File: src/rtl/uart_tx_cfg.sv
`default_nettype none
// ============================================================================
// Module  : uart_tx_cfg
// Brief   : Parametrised UART transmitter (data bits, parity, stop bits) with
//           ready/valid accept; optional input FIFO under UART_TX_FIFO_EN.
// Revision: 1.0 - initial release
// ============================================================================
module uart_tx_cfg #(
    parameter int CLKS_PER_BIT = 217,
    parameter int DATA_BITS    = 8,
    parameter int PARITY       = 0,
    parameter int STOP_BITS    = 1,
    parameter int FIFO_DEPTH   = 4
) (
    input  logic                 i_clk,
    input  logic                 i_rst,
    input  logic                 i_tx_dv,
    input  logic [DATA_BITS-1:0] i_tx_byte,
    output logic                 o_tx_ready,
    output logic                 o_tx_active,
    output logic                 o_tx_serial,
    output logic                 o_tx_done
);

    localparam int c_CNT_W = $clog2(CLKS_PER_BIT);
    localparam int c_IDX_W = $clog2(DATA_BITS);
    localparam logic [c_CNT_W-1:0] c_CNT_LAST  = c_CNT_W'(CLKS_PER_BIT - 1);
    localparam logic [c_IDX_W-1:0] c_IDX_LAST  = c_IDX_W'(DATA_BITS - 1);
    localparam logic               c_STOP_LAST = 1'(STOP_BITS - 1);

    generate
        if (CLKS_PER_BIT < 2 || DATA_BITS < 5 || DATA_BITS > 9 || PARITY < 0 || PARITY > 2 ||
            STOP_BITS < 1 || STOP_BITS > 2 || FIFO_DEPTH < 1 ||
            (FIFO_DEPTH & (FIFO_DEPTH - 1)) != 0) begin : g_param_check
            $error("uart_tx_cfg: parameter out of range");
        end
    endgenerate

    typedef enum logic [2:0] {
        S_IDLE   = 3'd0,
        S_START  = 3'd1,
        S_DATA   = 3'd2,
        S_PARITY = 3'd3,
        S_STOP   = 3'd4
    } state_t;

    state_t                 r_state,   w_state_nxt;
    logic [c_CNT_W-1:0]     r_clk_cnt, w_clk_nxt;
    logic [c_IDX_W-1:0]     r_bit_idx, w_idx_nxt;
    logic                   r_stop_cnt, w_stop_nxt;
    logic [DATA_BITS-1:0]   r_data,    w_data_nxt;
    logic [DATA_BITS-1:0]   r_shift,   w_shift_nxt;
    logic                   r_serial,  w_serial_nxt;
    logic                   r_active,  w_active_nxt;
    logic                   r_done,    w_done_nxt;

    logic                   w_ready;
    logic                   w_start;
    logic [DATA_BITS-1:0]   w_byte;
    logic                   w_bit_end;
    logic                   w_par;

`ifdef UART_TX_FIFO_EN
    localparam int c_AW = (FIFO_DEPTH > 1) ? $clog2(FIFO_DEPTH) : 1;
    localparam logic [c_AW-1:0] c_PTR_LAST = c_AW'(FIFO_DEPTH - 1);
    localparam logic [c_AW:0]   c_FULL     = (c_AW + 1)'(FIFO_DEPTH);

    logic [DATA_BITS-1:0] r_mem [FIFO_DEPTH];
    logic [c_AW-1:0]      r_wr_ptr;
    logic [c_AW-1:0]      r_rd_ptr;
    logic [c_AW:0]        r_count;
    logic                 w_wr;

    function automatic logic [c_AW-1:0] f_inc(input logic [c_AW-1:0] p);
        return (p == c_PTR_LAST) ? '0 : p + 1'b1;
    endfunction

    assign w_ready = (r_count != c_FULL);
    assign w_wr    = i_tx_dv && w_ready;
    // The engine pops the head whenever it is idle; a byte needs one edge to land first.
    assign w_start = (r_state == S_IDLE) && (r_count != '0);
    assign w_byte  = r_mem[r_rd_ptr];

    always_ff @(posedge i_clk) begin
        if (w_wr) begin
            r_mem[r_wr_ptr] <= i_tx_byte;
        end
    end

    always_ff @(posedge i_clk) begin
        if (i_rst) begin
            r_wr_ptr <= '0;
            r_rd_ptr <= '0;
            r_count  <= '0;
        end else begin
            if (w_wr) begin
                r_wr_ptr <= f_inc(r_wr_ptr);
            end
            if (w_start) begin
                r_rd_ptr <= f_inc(r_rd_ptr);
            end
            case ({w_wr, w_start})
                2'b10:   r_count <= r_count + 1'b1;
                2'b01:   r_count <= r_count - 1'b1;
                default: r_count <= r_count;
            endcase
        end
    end
`else
    assign w_ready = (r_state == S_IDLE);
    assign w_start = i_tx_dv && w_ready;
    assign w_byte  = i_tx_byte;
`endif

    assign w_bit_end = (r_clk_cnt == c_CNT_LAST);
    assign w_par     = (PARITY == 1) ? ~^r_data : ^r_data;

    always_comb begin
        w_state_nxt  = r_state;
        w_clk_nxt    = r_clk_cnt;
        w_idx_nxt    = r_bit_idx;
        w_stop_nxt   = r_stop_cnt;
        w_data_nxt   = r_data;
        w_shift_nxt  = r_shift;
        w_serial_nxt = r_serial;
        w_active_nxt = r_active;
        w_done_nxt   = 1'b0;

        case (r_state)
            S_IDLE: begin
                w_serial_nxt = 1'b1;
                w_active_nxt = 1'b0;
                w_clk_nxt    = '0;
                w_idx_nxt    = '0;
                w_stop_nxt   = 1'b0;
                if (w_start) begin
                    w_data_nxt   = w_byte;
                    w_shift_nxt  = w_byte;
                    w_state_nxt  = S_START;
                    w_serial_nxt = 1'b0;
                    w_active_nxt = 1'b1;
                end
            end
            S_START: begin
                if (w_bit_end) begin
                    w_clk_nxt    = '0;
                    w_state_nxt  = S_DATA;
                    w_serial_nxt = r_shift[0];
                end else begin
                    w_clk_nxt = r_clk_cnt + 1'b1;
                end
            end
            S_DATA: begin
                if (w_bit_end) begin
                    w_clk_nxt = '0;
                    if (r_bit_idx == c_IDX_LAST) begin
                        w_idx_nxt = '0;
                        if (PARITY != 0) begin
                            w_state_nxt  = S_PARITY;
                            w_serial_nxt = w_par;
                        end else begin
                            w_state_nxt  = S_STOP;
                            w_serial_nxt = 1'b1;
                        end
                    end else begin
                        w_idx_nxt    = r_bit_idx + 1'b1;
                        w_shift_nxt  = r_shift >> 1;
                        w_serial_nxt = r_shift[1];
                    end
                end else begin
                    w_clk_nxt = r_clk_cnt + 1'b1;
                end
            end
            S_PARITY: begin
                if (w_bit_end) begin
                    w_clk_nxt    = '0;
                    w_state_nxt  = S_STOP;
                    w_serial_nxt = 1'b1;
                end else begin
                    w_clk_nxt = r_clk_cnt + 1'b1;
                end
            end
            S_STOP: begin
                if (w_bit_end) begin
                    w_clk_nxt = '0;
                    if (r_stop_cnt == c_STOP_LAST) begin
                        // Land in IDLE with done high so the next accept can share this cycle.
                        w_stop_nxt   = 1'b0;
                        w_state_nxt  = S_IDLE;
                        w_done_nxt   = 1'b1;
                        w_active_nxt = 1'b0;
                    end else begin
                        w_stop_nxt = 1'b1;
                    end
                end else begin
                    w_clk_nxt = r_clk_cnt + 1'b1;
                end
            end
            default: begin
                w_state_nxt  = S_IDLE;
                w_clk_nxt    = '0;
                w_idx_nxt    = '0;
                w_stop_nxt   = 1'b0;
                w_serial_nxt = 1'b1;
                w_active_nxt = 1'b0;
            end
        endcase
    end

    always_ff @(posedge i_clk) begin
        if (i_rst) begin
            r_state    <= S_IDLE;
            r_clk_cnt  <= '0;
            r_bit_idx  <= '0;
            r_stop_cnt <= 1'b0;
            r_data     <= '0;
            r_shift    <= '0;
            r_serial   <= 1'b1;
            r_active   <= 1'b0;
            r_done     <= 1'b0;
        end else begin
            r_state    <= w_state_nxt;
            r_clk_cnt  <= w_clk_nxt;
            r_bit_idx  <= w_idx_nxt;
            r_stop_cnt <= w_stop_nxt;
            r_data     <= w_data_nxt;
            r_shift    <= w_shift_nxt;
            r_serial   <= w_serial_nxt;
            r_active   <= w_active_nxt;
            r_done     <= w_done_nxt;
        end
    end

    assign o_tx_ready  = w_ready;
    assign o_tx_active = r_active;
    assign o_tx_serial = r_serial;
    assign o_tx_done   = r_done;

endmodule
`default_nettype wire

File: config.mk
export PLATFORM = sky130hd
export DESIGN_NAME = uart_tx_cfg
export DESIGN_NICKNAME = d
export VERILOG_FILES = /design/src/rtl/uart_tx_cfg.sv
export SDC_FILE = /design/constraint.sdc
export NUM_CORES = 1
export LEC_CHECK = 0
export CAP_MARGIN = 15
export CORE_ASPECT_RATIO = 0.75
export CORE_MARGIN = 2
export CORE_UTILIZATION = 38
export DETAILED_ROUTE_END_ITERATION = 8
export DONT_BUFFER_PORTS = 1
export GPL_TIMING_DRIVEN = 0
export PLACE_DENSITY_LB_ADDON = 0.25
export REMOVE_ABC_BUFFERS = 1
export SLEW_MARGIN = 5
export SYNTH_ARGS = -nofsm -noshare
export SYNTH_HDL_FRONTEND = slang
export SYNTH_SLANG_ARGS = --single-unit
File: constraint.sdc
create_clock -name i_clk -period 4.8 [get_ports i_clk]
set_input_delay 0.72 -clock i_clk [delete_from_list [all_inputs] [get_ports i_clk]]
set_output_delay 0.72 -clock i_clk [all_outputs]
set_load 0.03 [all_outputs]
### Word-level counts from Yosys, hierarchy flattened

Cells that the tools add are included.

| operators by class | value |
|---|---|
| add/sub/neg operators | 2 |
| equality and inequality tests | 14 |
| mux-type cells | 29 |
| bitwise logic cells | 5 |
| reductions and logical operators | 14 |

Operators with widths:

| operator | count |
|---|---|
| $mux 3 | 9 |
| $mux 8 | 3 |
| $pmux 8 s2 | 1 |
| $pmux 3 s5 | 1 |
| $ne 2x2->1 const B | 7 |
| $reduce_or 3->1 | 4 |
| $mux 1 | 11 |
| $add 8x1->8 const B | 1 |
| $eq 8x8->1 const B | 1 |
| $reduce_and 4->1 | 2 |
| $reduce_and 7->1 | 1 |
| $eq 3x2->1 const B | 2 |
| $eq 3x3->1 const B | 2 |
| $pmux 3 s2 | 1 |
| $not 1->1 | 5 |
| $pmux 1 s5 | 1 |
| $reduce_and 2->1 | 2 |
| $reduce_or 4->1 | 1 |
| $add 3x1->3 const B | 1 |
| $eq 3x1->1 const B | 1 |
| $logic_not 3->1 | 1 |
| $pmux 1 s3 | 1 |
| $reduce_and 3->1 | 1 |
| $ne 2x1->1 const B | 1 |
| 3 further kinds | 3 |

| word-level totals | value |
|---|---|
| register bits | 26 |
| input bits | 11 |
| output and inout bits | 4 |
| logic and storage cells | 72 |

### Logic depth before layout (Yosys ltp)

Gate-level depths: netlist (run 1).

| logic depth | value |
|---|---|
| depth after elaboration | 4 |
| depth in mapped cells | 8 |
| mapped depth without buffers | 6 |

### Least setup slack after synthesis (run 1)

No wires, ideal clock.

| timing | value |
|---|---|
| kind | reg2reg |
| start point | register r_bit_idx[0] |
| end point | register r_shift[3] |
| setup time | 0.067 ns |
| data arrival time | 2.048 ns |
| required time | 4.733 ns |
| path slack | 2.685 ns |
| stages on the path, launching flop included | 9 |
| path buffers | 2 |
| period minus slack after synthesis | 2.115 ns |
| path through | dfxtp_1 ha_1 ha_1 or4b_1 or3_1 buf_6 buf_8 a21o_1 a21oi_2 |

| on the way | value |
|---|---|
| longest elaborated chain between the ends | 3 |

RTL lines:

| what | RTL line | RTL |
|---|---|---|
| from (decl) | 49 | `logic [c_IDX_W-1:0] r_bit_idx, w_idx_nxt;` |
| from (signal assigned) | 224 | `r_bit_idx <= w_idx_nxt;` |
| $eq 3x3->1 | 156 | `if (r_bit_idx == c_IDX_LAST) begin` |
| $ne 2x2->1 (no line) | -- |  |
| $reduce_and 4->1 (no line) | -- |  |
| to (signal assigned) | 227 | `r_shift <= w_shift_nxt;` |
| to (decl) | 52 | `logic [DATA_BITS-1:0] r_shift, w_shift_nxt;` |

Every way passes these cells.
A chain may end at the register's enable or synchronous reset.

### Worst setup path after layout (run 1)

| timing | value |
|---|---|
| start point | register r_bit_idx[0] |
| end point | register r_shift[0] |

The elaborated chain is that of the path after synthesis.

==> summary.md, run 1 <==
| Metric | Value |
|---|---|
| Core Box Area | `3311 um^2` |
| Initial antenna violation count | `0` |
| Setup bufs post-CTS | `0` |
| Post-Route WL | `between 2000 and 2500 um` |
| # nets final | `between 150 and 200` |
| GRT Util Overall | `12.65%` |
| YS warnings | `0` |
| Total gr overflow | `0` |
| CTS hold repair buffers | `0` |
| Clk slew on worst S/H paths | `approximately 0.1 ns` |
| Final Critical Period | `approximately 2.3 ns` |
| XOR/XNOR Fraction of Synth Area | `roughly 4%` |
| # DRC | `0` |
| Clk_lat worst skew | `between 0.2 and 0.3 ns` |
| Synth area leaders | `dfxtp_1 39%, mux2i_1 5.3%, ha_1 4.7%, a21oi_1 4.6%, nand3_1 4.6%` |
| Height of the die | `55.02 um` |
| Hpwl dp | `1690 um` |
| Yosys cell types | `43` |
| Post-Syn Area | `approximately 1300 um^2` |
| Number of global-route vias before repair | `between 800 and 900` |
| Hold Crit Class | `reg2reg` |
| Complex-gate fraction of the synthesized area | `approximately 17%` |
| H-tree levels | `1` |
| CTS tree | `built` |
| WP buf/inv | `0` |
| Post-DRT Antenna Nets | `0` |
| Critical path type | `reg2reg` |
| Tcrit/Tclk final | `between 40% and 50%` |
| CP peak stage delay | `approximately 0.60 ns` |
| Leakage | `~0.48 nW` |
| Sequential share of the synthesized area | `39.47%` |
| Max-slew headroom | `between 30% and 40%` |
| CP Capture Type | `flop` |
| RSZ-0062 raised after global routing | `false` |
| CP cell instances | `ha_1, ha_1, or4b_1, or3_1, a21o_2, a21oi_1` |
| DRT iter0 DRCs | `between 90 and 100` |
| Vias | `around 1000` |
| Total Neg Setup Slack | `0 ns` |
| Die area | `slightly below 4000 um^2` |
| Layout cell share with drive strength beyond 1 | `about 8.5%` |
| Final Hold Fails | `0` |
| Leading area contributor after synthesis | `dfxtp_1` |
| Diodes inserted | `0` |
| Synth top area share | `approximately two fifths` |
| Slowest-stage cell, CP | `or3_1` |
| Crit path max fanout | `15` |
| Multi-input gate area | `slightly above 700 um^2` |
| PostCTS Resize Cnt | `0` |
| CTS Root Cell | `clkbuf_8` |
| Setup-failing EPs final | `0` |
| WP data arrival | `~2.5 ns` |
| Drt first pass iters | `4` |
| Largest family of logic cells by synthesized area | `simple AND/OR/NAND/NOR gates` |
| Final hold slack | `0.4555 ns` |
| PortBufs | `0` |
| Num CTS Buffers | `3` |
| MaxCap Viol Count | `0` |
| Row cnt | `18` |
| Syn-to-layout area delta | `4.649%` |
| Vias per cell | `roughly 5.4` |
| # clock sinks | `26` |
| Register area | `roughly 520 um^2` |
| FMAX | `0.4428 GHz` |
| Initial core utilization | `between 30% and 40%` |
| Maximum vdd drop | `around 0.13 mV` |
| Clock skew | `between 0.009 and 0.01 ns` |
| Mux share of post-synthesis cell area | `5.313%` |
| IO Pins | `15` |
| Post-Synth Adder-Cell Area | `under 10%` |
| Mean routed wirelength per cell | `about 13 um` |
| Critical Path RT | `5.01 ns` |
| Synth Register Bits | `26` |
| Clock Tree Buf Depth | `2` |
| Worst slew pin tran | `roughly 0.91 ns` |
| Largest net degree at the start of global routing | `17` |
| Simple-gate area share of the yosys netlist | `a little under a quarter` |
| Status | `completed` |
| PD cells | `around 320 nW/um^2` |
| Die X | `72.03 um` |
| Mean post-synth cell area | `roughly 9 um^2` |
| First-pass GRT wire length | `~3900 um` |
| Most used cell, CP | `ha_1` |
| CP startpoint kind | `flop` |
| Synthesized instance count | `146` |
| Fillers | `329` |
| Slew Limit Fails | `0` |
| GP Congestion | `between 0.7 and 0.8` |
| Top delay family on crit path | `simple AND/OR/NAND/NOR gates` |
==> synthesized netlist by cell type <==
master and n:
xnor2_1 3, buf_6 1, nor3_1 2, nand3b_1 3, and2_1 1, o32ai_1 1, nor4b_1 1, nand4b_1 1
nand2_1 5, nor4_1 1, nand3_1 12, a31oi_1 1, dlygate4sd1_1 1, a21oi_2 2, a21o_1 7, inv_1 4
dfxtp_1 26, nand2b_1 2, clkbuf_1 4, nor3b_1 1, or3b_2 1, or2_2 2, or4b_1 1, and2b_1 1
a21o_2 1, o21ai_0 2, xor2_1 3, or4b_2 1, o21a_1 1, nor2_1 14, and3b_1 1, a21oi_1 12
or3_1 1, nand4_1 3, buf_8 1, a32o_1 2, a22o_1 1, ha_1 5, buf_4 2, o21bai_1 2
o221ai_1 1, and3_1 2, mux2i_1 7
==> cells by family (layout without fill, tap and decap cells) <==
kind of cell,Yosys count,count (layout)
AO/OA/AOI/OAI,33,33
XOR/XNOR,6,6
adder cells (fa/ha/maj),5,5
buffers and inverters,13,8
flip-flops,26,26
multiplexers,7,7
AND/OR/NAND/NOR,56,56
==> state kept, by name, summed over array words and instances (netlist names) <==
register / cells
o_tx_active: 1
o_tx_done: 1
r_bit_idx: 3
o_tx_serial: 1
r_state: 3
r_shift: 8
r_clk_cnt: 8
r_stop_cnt: 1
==> placed cells by master, fill, tap and decap left out, types with 2 or more instances in the layout <==
master     n
nor2_1    14
inv_1      4
nand2b_1   2
o21ai_0    2
a21o_1     7
xnor2_1    3
o21bai_1   2
xor2_1     3
clkbuf_8   3
ha_1       5
a21oi_1   12
or2_2      2
nor3_1     2
mux2i_1    7
dfxtp_1   26
and3_1     2
a32o_1     2
nand3b_1   3
nand3_1   12
nand4_1    3
nand2_1    5
a21oi_2    2
==> path summary, 6_finish.rpt <==
check	start	to	slack (ns)	cells after the start
worst max register to register	r_bit_idx[0]	r_shift[0]	2.54	6
worst max-delay path	r_bit_idx[0]	r_shift[0]	2.54	6
worst min-delay path	r_stop_cnt	o_tx_done	0.46	1
worst min register to register	r_stop_cnt	o_tx_done	0.46	1
==> routing by layer <==
metal | routed length (um) | GRT usage (%) | up-vias
met5 | 0 | 0 | -
met4 | 26 | 4.717 | 0
met3 | 87 | 3.442 | 2
met2 | 1047 | 18.67 | 14
met1 | 1242 | 17.70 | 452
li1 | - | - | 513
==> where the power goes <==
part / internal (mW) / total [mW] / switching, mW
sequential: 0.223 / 0.232 / 0.00934
combinational: 0.0123 / 0.0281 / 0.0157
clock: 0.112 / 0.181 / 0.0694
total: 0.347 / 0.441 / 0.0945
==> area by class of cell <==
| cell class | count | share of cell area, % |
|---|---|---|
| Clock inverter | 1 | 2.176 |
| Clock buffer | 3 | 2.992 |
| Sequential cell | 26 | 37.72 |
| Multi-Input combinational cell | 107 | 52.40 |
| Inverter | 4 | 1.088 |
| Tap cell | 40 | 3.626 |
==> per-stage QoR <==
stage	instances	worst slack, ns	utilization [%]	area (um^2)	power [mW]
finish	181	2.542	41.69	1380	0.4411
global route	181	2.457	41.69	1380	0.4609
CTS	181	2.537	41.69	1380	0.4476
detailed placement	177	2.562	39.53	1309	0.2652
global placement	177	2.490	39.38	1304	0.2643
floorplan	137	2.699	-	1254	0.2593
==> worst register-to-register path, delay by kind of cell, from the launching register on <==
kind | cells | cell delay (ns)
simple gates | 2 | 1.05
compound gates | 2 | 0.42
flops | 1 | 0.33
fa+ha+maj | 2 | 0.41
Note: power is estimated with default switching activity, not from simulation.
==> run 2: changes to the inputs <==
==> constraint.sdc (replaced) <==
create_clock -name i_clk -period 2.3 [get_ports i_clk]
set_input_delay 0.345 -clock i_clk [delete_from_list [all_inputs] [get_ports i_clk]]
set_output_delay 0.345 -clock i_clk [all_outputs]
set_load 0.03 [all_outputs]
==> summary.md, run 2 (synthesis results as in run 1) <==
| Metric | Value |
|---|---|
| Status | `completed` |
| Critical Path RT | `roughly 2.5 ns` |
| Maximum vdd drop | `between 0.2 and 0.3 mV` |
| Slowest-stage cell, CP | `or3_4` |
| Worst slew pin tran | `between 0.9 and 1 ns` |
| Num CTS Buffers | `3` |
| Setup-failing EPs final | `0` |
| Sequential fraction of design power | `a little over half` |
| GP Congestion | `between 0.7 and 0.8` |
| Clock share of power | `41.0%` |
| Vias | `979` |
| Final Cell Area | `between 1000 and 1500 um^2` |
| PD cells | `roughly 660 nW/um^2` |
| Hold Crit Class | `in2reg` |
| Number of global-route vias before repair | `between 800 and 900` |
| Core Box Area | `approximately 3300 um^2` |
| MaxCap Viol Count | `0` |
| Height of the die | `about 55 um` |
| CTS Root Cell | `clkbuf_8` |
| Internal power | `0.7234 mW` |
| Most used cell, CP | `ha_1` |
| Final Hold Fails | `0` |
| RSZ-0062 raised after global routing | `false` |
| Clock Tree Buf Depth | `2` |
| Final Critical Period | `approximately 2.1 ns` |
| Leading cell type in the layout, fill and taps excluded | `dfxtp_1` |
| Critical path type | `reg2reg` |
| CTS tree | `built` |
| # clock sinks | `26` |
| Initial core utilization | `between 30 and 40%` |
| Clk_lat worst skew | `~0.27 ns` |
| Comb pwr share | `6.4%` |
| Clk slew on worst S/H paths | `around 0.090 ns` |
| FMAX | `around 0.47 GHz` |
| Max-slew headroom | `around 39%` |
| Slew Limit Fails | `0` |
| DRT iter0 DRCs | `92` |
| Fillers | `around 330` |
| Syn-to-layout area delta | `5.029%` |
| Largest net degree at the start of global routing | `17` |
| First-pass GRT wire length | `approximately 3900 um` |
| Die area | `about 4000 um^2` |
| H-tree levels | `1` |
| Diodes inserted | `0` |
| WP buf/inv | `0` |
| Total gr overflow | `0` |
| Post-Route WL | `roughly 2400 um` |
| Row cnt | `18` |
| Post-DRT Antenna Nets | `0` |
| Mean routed wirelength per cell | `13.30 um` |
| GRT Util Overall | `12.65%` |
| CP startpoint kind | `flop` |
| CP peak stage delay | `just under 0.5 ns` |
| Most frequent cells in the layout | `26 x dfxtp_1, 14 x nor2_1, 12 x a21oi_1, 12 x nand3_1` |
| Layout cell share with drive strength beyond 1 | `under 10%` |
| CP cell instances | `ha_1, ha_1, or4b_1, or3_4, a21o_2, a21oi_1` |
| Switching power | `0.1966 mW` |
| Clock skew | `around 0.009 ns` |
| IO Pins | `15` |
| Top delay family on crit path | `simple AND/OR/NAND/NOR gates` |
| Setup bufs post-CTS | `0` |
| # nets final | `about 160` |
| Initial antenna violation count | `0` |
| Pwr Total | `slightly above 0.9 mW` |
| Hpwl dp | `1690 um` |
| PortBufs | `0` |
| Drt first pass iters | `4` |
| Sw Ratio | `a little over a fifth` |
| Tcrit/Tclk final | `91.76%` |
| Crit path max fanout | `15` |
| Top Registers | `r_clk_cnt (8), r_shift (8)` |
| WP data arrival | `between 2 and 2.5 ns` |
| Leakage | `about 0.48 nW` |
| Vias per cell | `approximately 5.4` |
| CP Capture Type | `flop` |
| Die X | `between 70 and 80 um` |
| Placed cell area | `around 1300 um^2` |
| # DRC | `0` |
==> run 2: repair_timing <==
item / 4_1_cts / 5_1_grt
gates resized for setup: 0 / 1
hold buffers: 0 / 0
hold endpoints to repair: 0 / 0
endpoints found under the setup margin: 0 / 7
==> run 2: power by group through the flow <==
stage                     clock network, mW  logic (mW)  registers, mW
after global placement                    0      0.0570          0.495
final                                 0.377      0.0585          0.484
after CTS                             0.391      0.0586          0.485
after global routing                  0.409      0.0653          0.488
after detailed placement                  0      0.0583          0.495
after floorplan                           0      0.0500          0.491
==> run 2: final cells by class <==
cell class	instances	area (um^2)	area share [%]
Clock buffer	3	41.29	2.981
Inverter	4	15.01	1.084
Multi-Input combinational cell	107	728.2	52.57
Tap cell	40	50.05	3.613
Sequential cell	26	520.5	37.58
Clock inverter	1	30.03	2.168
==> run 2: layer usage <==
metal,wire (um),global-route usage (%)
met3,88,3.442
met2,1035,18.67
met4,26,4.717
met5,0,0
met1,1257,17.70
==> run 2: per-stage QoR <==
stage | setup slack, ns | hold WS (ns) | setup TNS, ns | std cells | util, %
2_1_floorplan | 0.1988 | 0.4074 | 0 | 137 | -
3_3_place_gp | -0.01022 | 0.4114 | -0.01446 | 177 | 39.38
3_5_place_dp | 0.06200 | 0.4130 | 0 | 177 | 39.53
4_1_cts | 0.03707 | 0.1167 | 0 | 181 | 41.69
5_1_grt | 0.09758 | 0.1101 | 0 | 181 | 41.84
6_report | 0.1895 | 0.1281 | 0 | 181 | 41.84
==> run 2: worst paths after layout <==
path	startpoint	endpoint	slack, ns	cells past startpoint
min reg2reg	r_stop_cnt	o_tx_done	0.45	1
max	r_bit_idx[0]	r_shift[0]	0.19	6
min	i_rst	r_shift[7]	0.13	1
max reg2reg	r_bit_idx[0]	r_shift[0]	0.19	6
==> run 2: worst register-to-register path, stage by stage, from the launching register on <==
cell,delay (ns)
dfxtp_1,0.33
ha_1,0.22
ha_1,0.19
or4b_1,0.46
or3_4,0.49
a21o_2,0.24
a21oi_1,0.13
